$ cat src/rtl/tree_walk_engine.sv
// Decision-tree ensemble evaluator: walks N_TREES binary trees over a latched
// feature vector, one node per cycle, and reports the leaf-vote majority.
module tree_walk_engine #(
    parameter int N_FEAT    = 51,
    parameter int FIDX_W    = 6,
    parameter int ADDR_W    = 7,
    parameter int N_TREES   = 4,
    parameter int MAX_DEPTH = 16,
    localparam int NODE_W   = 2 + FIDX_W + 2 * ADDR_W
) (
    input  logic              clk,
    input  logic              rst,
    input  logic              cfg_we,
    input  logic              cfg_root,
    input  logic [ADDR_W-1:0] cfg_addr,
    input  logic [NODE_W-1:0] cfg_data,
    output logic              cfg_ready,
    input  logic              in_valid,
    output logic              in_ready,
    input  logic [N_FEAT-1:0] in_feat,
    output logic              out_valid,
    input  logic              out_ready,
    output logic              out_class,
    output logic [4:0]        out_votes,
    output logic              out_err
);

    localparam int STEP_W = $clog2(MAX_DEPTH + 1);
    localparam logic [STEP_W-1:0] STEP_LAST = STEP_W'(MAX_DEPTH - 1);
    localparam logic [3:0]        TREE_LAST = 4'(N_TREES - 1);
    localparam logic [5:0]        N_TREES_6 = 6'(N_TREES);

    typedef enum logic [1:0] {IDLE, WALK, DONE} state_t;

    state_t              state_reg;
    logic [N_FEAT-1:0]   feat_reg;
    logic [3:0]          tree_reg;
    logic [ADDR_W-1:0]   node_reg;
    logic [STEP_W-1:0]   steps_reg;
    logic [4:0]          votes_reg;
    logic                err_reg;

    logic [NODE_W-1:0]   node_mem [2**ADDR_W];
    logic [ADDR_W-1:0]   root_mem [16];

    logic                cfg_open;
    logic [NODE_W-1:0]   cur_node;
    logic                cur_leaf;
    logic                cur_val;
    logic [FIDX_W-1:0]   cur_fidx;
    logic [ADDR_W-1:0]   cur_child_t;
    logic [ADDR_W-1:0]   cur_child_f;
    logic [2**FIDX_W-1:0] feat_ext;
    logic                feat_bit;

    logic                tree_end;
    logic                leaf_bit;
    logic                err_next;
    logic [ADDR_W-1:0]   node_next;
    logic [4:0]          votes_next;
    logic                class_next;
    logic [3:0]          tree_inc;

    assign cfg_open  = (state_reg == IDLE);
    assign in_ready  = cfg_open;
    assign cfg_ready = cfg_open;

    // Node table: no reset, written only while idle, read combinationally.
    always_ff @(posedge clk) begin
        if (cfg_we && !cfg_root && cfg_open) begin
            node_mem[cfg_addr] <= cfg_data;
        end
    end

    for (genvar gi = 0; gi < 16; gi++) begin : g_root
        always_ff @(posedge clk or posedge rst) begin
            if (rst) begin
                root_mem[gi] <= '0;
            end else if (cfg_we && cfg_root && cfg_open && cfg_addr[3:0] == 4'(gi)) begin
                root_mem[gi] <= cfg_data[ADDR_W-1:0];
            end
        end
    end

    // Feature indices past N_FEAT resolve to a constant 0 bit.
    for (genvar gi = 0; gi < 2**FIDX_W; gi++) begin : g_feat
        if (gi < N_FEAT) begin : g_real
            assign feat_ext[gi] = feat_reg[gi];
        end else begin : g_pad
            assign feat_ext[gi] = 1'b0;
        end
    end

    assign cur_node    = node_mem[node_reg];
    assign cur_leaf    = cur_node[NODE_W-1];
    assign cur_val     = cur_node[NODE_W-2];
    assign cur_fidx    = cur_node[NODE_W-3 -: FIDX_W];
    assign cur_child_t = cur_node[2*ADDR_W-1 -: ADDR_W];
    assign cur_child_f = cur_node[ADDR_W-1:0];
    assign feat_bit    = feat_ext[cur_fidx];

    always_comb begin
        tree_end  = 1'b0;
        leaf_bit  = 1'b0;
        err_next  = err_reg;
        node_next = feat_bit ? cur_child_t : cur_child_f;
        if (cur_leaf) begin
            tree_end = 1'b1;
            leaf_bit = cur_val;
        end else if (steps_reg == STEP_LAST) begin
            // Depth guard: the tree is abandoned and contributes no vote.
            tree_end = 1'b1;
            err_next = 1'b1;
        end
    end

    assign votes_next = votes_reg + {4'd0, leaf_bit};
    assign class_next = ({votes_next, 1'b0} > N_TREES_6);
    assign tree_inc   = tree_reg + 4'd1;

    always_ff @(posedge clk or posedge rst) begin
        if (rst) begin
            state_reg <= IDLE;
            feat_reg  <= '0;
            tree_reg  <= '0;
            node_reg  <= '0;
            steps_reg <= '0;
            votes_reg <= '0;
            err_reg   <= 1'b0;
            out_valid <= 1'b0;
            out_class <= 1'b0;
            out_votes <= '0;
            out_err   <= 1'b0;
        end else begin
            case (state_reg)
                IDLE: begin
                    if (in_valid) begin
                        feat_reg  <= in_feat;
                        tree_reg  <= '0;
                        node_reg  <= root_mem[0];
                        steps_reg <= '0;
                        votes_reg <= '0;
                        err_reg   <= 1'b0;
                        state_reg <= WALK;
                    end
                end
                WALK: begin
                    if (tree_end) begin
                        votes_reg <= votes_next;
                        err_reg   <= err_next;
                        if (tree_reg == TREE_LAST) begin
                            state_reg <= DONE;
                            out_valid <= 1'b1;
                            out_votes <= votes_next;
                            out_class <= class_next;
                            out_err   <= err_next;
                        end else begin
                            tree_reg  <= tree_inc;
                            node_reg  <= root_mem[tree_inc];
                            steps_reg <= '0;
                        end
                    end else begin
                        node_reg  <= node_next;
                        steps_reg <= steps_reg + STEP_W'(1);
                    end
                end
                DONE: begin
                    if (out_ready) begin
                        out_valid <= 1'b0;
                        state_reg <= IDLE;
                    end
                end
                default: state_reg <= IDLE;
            endcase
        end
    end

endmodule

$ cat config.mk
export PLATFORM = sky130hd
export DESIGN_NAME = tree_walk_engine
export DESIGN_NICKNAME = d
export VERILOG_FILES = /design/src/rtl/tree_walk_engine.sv
export SDC_FILE = /design/constraint.sdc
export NUM_CORES = 2
export LEC_CHECK = 0
export CAP_MARGIN = 20
export CORE_ASPECT_RATIO = 1.75
export CORE_UTILIZATION = 38
export DETAILED_ROUTE_END_ITERATION = 10
export GPL_TIMING_DRIVEN = 0
export PLACE_DENSITY = 0.53
export SYNTH_ARGS = -nofsm -noshare
export SYNTH_HDL_FRONTEND = slang
export SYNTH_SLANG_ARGS = --single-unit
$ cat constraint.sdc
create_clock -name clk -period 21.9 [get_ports clk]
set_clock_uncertainty 0.15 [all_clocks]
set_input_delay 6.57 -clock clk [delete_from_list [all_inputs] [get_ports clk]]
set_output_delay 6.57 -clock clk [all_outputs]
set_load 0.1 [all_outputs]
* Word level (Yosys, flattened, before mapping)
Memory sizes are Yosys's and may differ from the RTL's.
Cells that the tools add are included.
** Operators by class
- Equality and inequality tests :: 25
- Shift-type cells :: 0
- Bitwise operators :: 1
- Div/mod/pow operators :: 0
- Muxes and demuxes :: 39
- Add/subtract/negate cells :: 3
- Reduce and logical (&&, ||, !) cells :: 32
- $lt $le $gt $ge :: 3
- $mul :: 0
** Operators by type and width (number)
- 2-to-1 mux 7 bit :: 6
- == test 4 bit (second input constant) :: 8
- binary-select mux 7 bit (select 4 bit) :: 1
- logical AND 1 bit :: 20
- 2-to-1 mux 5 bit :: 4
- one-hot mux 5 bit (2 select lines) :: 2
- == test 4 x 3 -> 1 bit (second input constant) :: 4
- one-hot mux 7 bit (2 select lines) :: 1
- 2-to-1 mux 1 bit :: 13
- == test 4 x 2 -> 1 bit (second input constant) :: 3
- 2-to-1 mux 4 bit :: 3
- AND reduction 4 bit :: 3
- inequality test 2 bit (second input constant) :: 5
- AND reduction 3 bit :: 3
- 2-to-1 mux 2 bit :: 4
- one-hot mux 4 bit (2 select lines) :: 1
- < comparator 6 x 7 -> 1 bit (second input constant) :: 1
- binary-select mux 1 bit (select 6 bit) :: 1
- > comparator 6 x 3 -> 1 bit (second input constant) :: 1
- one-hot mux 2 bit (3 select lines) :: 1
- adder 5 x 1 -> 5 bit :: 1
- adder 5 x 1 -> 5 bit (second input constant) :: 1
- == test 5 x 4 -> 1 bit (second input constant) :: 1
- greater-or-equal comparator 5 bit (second input constant) :: 1
- 12 further kinds :: 14
** Storage, ports and cells
- Memory bits (read-only) :: 0
- Logic and storage cells :: 131
- Memories :: 1
- Output and inout port bits :: 10
- Bits in registers :: 195
- Bits of input ports :: 86
- Bits in writable memories :: 2816
- Bits in latches :: 0
** Memory list
- node_mem :: depth 128, bits a word 22, rd ports 1, clocked after memory_dff 0, wr ports 1, line 43 : logic [NODE_W-1:0] node_mem [2**ADDR_W];

* Longest topological paths before layout
- Depth in word-level cells :: 8
- Mapped depth :: 21
- Mapped depth without buffers :: 13

* Least setup slack after synthesis
No wires, ideal clock.
- Path type :: register to output
- Start point :: register state_reg[0]
- End point :: output in_ready
- Slack :: 12875 ps
- Path buffers :: 1
- Arrival :: 2305 ps
- Cell stages (with the launch flop) :: 3
- Data required time :: 15180 ps
- Path through :: dfrtp_1 nor2_1 buf_4
** On the way
- Cells in the longest elaborated chain, start to end :: 1
** Ends and longest elaborated chain
- start: declaration :: line 35 : state_t state_reg;
- start signal: assignment :: line 123 : state_reg <= IDLE;
- start signal: assignment :: line 144 : state_reg <= WALK;
- start signal: assignment :: line 152 : state_reg <= DONE;
- zero test 2 bit :: line 64 : assign cfg_open = (state_reg == IDLE);
- end: declaration :: line 19 : output logic in_ready,
No other way between the ends.

* Worst setup path after layout
- Start point :: register state_reg[1]
- End point :: output in_ready
The elaborated chain is that of the path after synthesis.

==> metrics.md <==
| Metric | Value |
|---|---|
| Actual slew at the worst max-slew pin | `1.32 ns` |
| Die ar. | `between 300000 and 400000 sq um` |
| # port buffers | `94` |
| HPWL after DPL | `264000 um` |
| CP top delay family | `buffers and inverters` |
| Commonest non-fill, non-tap cell in the layout | `edfxtp_1` |
| CTS resizes | `0` |
| Worst reg2reg path startpoint | `node_reg[5]` |
| Hold Crit Start | `out_class` |
| Kind of critical path | `flop to primary output` |
| Register Area | `~90000 sq um` |
| Reg2Reg Setup Slack | `between 10 and 15 ns` |
| Clock buffer count from CTS | `about 280` |
| EDFF count, synth | `2816` |
| CTS clk-pin slew, worst paths | `0.06 ns` |
| Gpl congestion | `0.876` |
| Mapped Cells | `roughly 5.3k` |
| Clock Path Buffers | `4` |
| CP Launch Type | `flop` |
| Latest clock arrival within the worst-skew pair | `0.89 ns` |
| Iter 0 DRT Violations | `7660` |
| Hold Path Depth | `2` |
| CP peak stage delay | `about 1.1 ns` |
| Total of max-cap violations | `0` |
| Commonest cells after routing, fill and taps aside | `2816 x edfxtp_1, 849 x mux4_2, 285 x clkbuf_16` |
| Via count | `60.1k` |
| CTS Root Cell | `clkbuf_16` |
| RSZ-0062 raised after global routing | `false` |
| Layout cells sized above 1 | `approximately 30%` |
| Setup_tns | `0 ns` |
| Setup WS pre-CTS | `11.24 ns` |
| Boundary Pins | `96` |
| Worst setup margin | `between 10 and 15 ns` |
| Residual DRC | `0` |
| Synth Register Bits | `3011` |
| Mapped Avg Cell Area | `roughly 22 sq um` |
| Netlist area before placement | `between 100000 and 150000 sq um` |
| Placed cells | `9614` |
| Final std cells w/o fill | `roughly 10k` |
| Status | `finished, final reports clean` |
| Overall power | `around 17 mW` |
| Number of synthesis warnings | `0` |
| Fin. max-slew vios | `0` |
| Initial Util | `between 30% and 40%` |
| R2R depth | `16` |
| CP cell instances | `nor2_1 -> buf_4 -> clkdlybuf4s50_1` |
| Ys async rst share | `approximately 6.5%` |
| Worst Path Required | `~15 ns` |
| Setup Buffers After CTS | `0` |
| Post-Route WL | `400000 um` |
| Fin crit share | `between 40% and 50%` |
| Vias in the first global route | `approximately 61k` |
| Area grow syn2layout | `17.2%` |
| Hold path endpoint | `out_class` |
| Min-Delay Path Class | `flop to flop` |
| Dpl cell area | `128000 sq um` |
| Worst r2r dst | `node_reg[0]` |
| Seq/Total Area, Yosys | `approximately three quarters` |
| Slowest cell on crit path | `clkdlybuf4s50_1` |
| Post-CTS Hold Buffers | `0` |
| Die Height | `736 um` |
| Peak supply drop | `around 110 uV` |
| Crit path DAT | `3.12 ns` |
| Crit Path Max Fanout | `7` |
| Die width | `between 400 and 500 um` |
| LEAKAGE | `roughly 43 nW` |
| First-pass GRT wire length | `about 530000 um` |
| Period minus WS final | `9.84 ns` |
| Initial antenna violation count | `16` |
| FP Rows | `~270` |
| Tot GR Track Use | `25.5%` |
| Layout fillers | `about 26k` |
| Mean routed wirelength per cell | `39.5 um` |
| Leading register cell type out of synthesis | `edfxtp_1` |
| Power Dens Cells | `~120 nW/um^2` |
| H-tree level count | `5` |
| Maximum number of pins on one net before global-route repair | `119` |
| Global route total overflow | `0` |
| CTS tree | `done` |
| Hold_ws | `between 0.3 and 0.4 ns` |
| Max reg flops | `roughly 2.8k` |
| Footprint of the multi-input gates | `around 27000 sq um` |
| Fin util | `~45%` |
| Fmax | `roughly 100 MHz` |
| Syn nets | `5343` |
| Nets | `around 6k` |
| Clock Sink Count | `between 3k and 4k` |
| Slew margin rel. | `roughly an eighth` |
| Worst setup EP type | `primary output` |
| WP buf/inv | `2` |
| Core box area | `between 300000 and 400000 sq um` |
| Routed vias/inst | `~5.9` |
| Final hold vios | `0` |
| Final setup viols | `0` |
| Post-synthesis cell type count | `74` |
| Post-route cell area | `137000 sq um` |
| First-pass iteration count of the detailed router | `5` |
| Final ANT Viol Nets | `0` |
[per-layer routing]
layer / GRT usage, % / part of all wire (%)
met1: 29.7 / 35
met3: 3.88 / 6.9
met2: 45.3 / 52
met5: 0 / 0.012
met4: 13.6 / 6.1
[worst reg2reg max path, cell delays in order (launching register included)]
cell	delay, ns
dfrtp_1	0.56
clkbuf_1	0.47
clkbuf_1	0.72
clkbuf_1	0.71
buf_1	0.99
o211ai_1	0.23
nand3_1	0.15
a21oi_1	0.09
o21ai_0	0.76
o21ai_0	0.66
a221o_1	0.44
a311oi_1	0.39
a2111o_1	0.60
nor2b_4	0.72
buf_6	0.30
mux2_4	0.37
a31oi_1	0.81
[cell type report]
| cell class | instances | area share [%] |
|---|---|---|
| diodes | 13 | 0.0237 |
| multi-input cells | 1944 | 19.8 |
| inverters | 14 | 0.0438 |
| plain buffers | 283 | 1.01 |
| repair buffers | 318 | 3.96 |
| clock buffers | 356 | 5.39 |
| clock inverters | 119 | 0.864 |
| well taps | 4065 | 3.71 |
| flip-flops and latches | 3011 | 65.2 |
[Yosys cell counts, types with 5 or more instances]
| cell type | number | area share [%] |
|---|---|---|
| a22oi_1 | 43 | 0.28 |
| a32oi_1 | 5 | 0.037 |
| dfrtp_1 | 195 | 4.2 |
| nand4_1 | 8 | 0.043 |
| buf_2 | 44 | 0.19 |
| mux2_2 | 126 | 1.2 |
| nor2b_1 | 24 | 0.13 |
| mux4_2 | 849 | 16 |
| nand2b_1 | 9 | 0.048 |
| edfxtp_1 | 2816 | 72 |
| inv_1 | 10 | 0.032 |
| nand3b_1 | 7 | 0.045 |
| nand2_1 | 278 | 0.89 |
| nand3_1 | 48 | 0.21 |
| buf_1 | 58 | 0.19 |
| a21oi_1 | 49 | 0.21 |
| and2_1 | 8 | 0.043 |
| buf_4 | 27 | 0.17 |
| a221oi_1 | 9 | 0.067 |
| nor3_1 | 7 | 0.030 |
| o211ai_1 | 5 | 0.032 |
| ha_1 | 5 | 0.053 |
| o21ai_0 | 26 | 0.11 |
| o22ai_1 | 12 | 0.064 |
| a31oi_1 | 8 | 0.043 |
| nor3b_1 | 6 | 0.038 |
| a211oi_1 | 12 | 0.077 |
| buf_6 | 10 | 0.096 |
| a22o_1 | 5 | 0.037 |
| clkbuf_1 | 139 | 0.45 |
| mux2i_1 | 151 | 1.3 |
| nor2_1 | 177 | 0.57 |
[how the worst max path moves through the flow]
stage                       from               to  slack, ns  depth (start not counted)
detailed placement   cfg_addr[2]  node_mem[47][0]      11.24                          7
global placement             rst     root_mem[74]       6.96                          2
global route        state_reg[0]         in_ready      12.04                          3
floorplan                    rst          err_reg       9.87                          1
CTS                 state_reg[0]         in_ready      12.05                          3
finish              state_reg[1]         in_ready      12.06                          3
[report_power, final]
group / leakage [nW] / internal (mW) / switching [mW] / total [mW]
Combinational: 11.2 / 2.28 / 3.29 / 5.57
Sequential: 27.9 / 6.41 / 0.0759 / 6.48
Clock: 4.17 / 2.66 / 2.17 / 4.84
Total: 43.3 / 11.3 / 5.54 / 16.9
[logic make-up after synthesis]
logic type / after synthesis / synth area share [%]
mux: 1129 / 18.9
flops: 3011 / 76.4
xor+xnor: 7 / 0.0524
buf+inv: 297 / 1.21
compound gates: 201 / 1.18
simple gates: 602 / 2.24
fa+ha+maj: 5 / 0.0534
(Power assumes the default switching activity.)
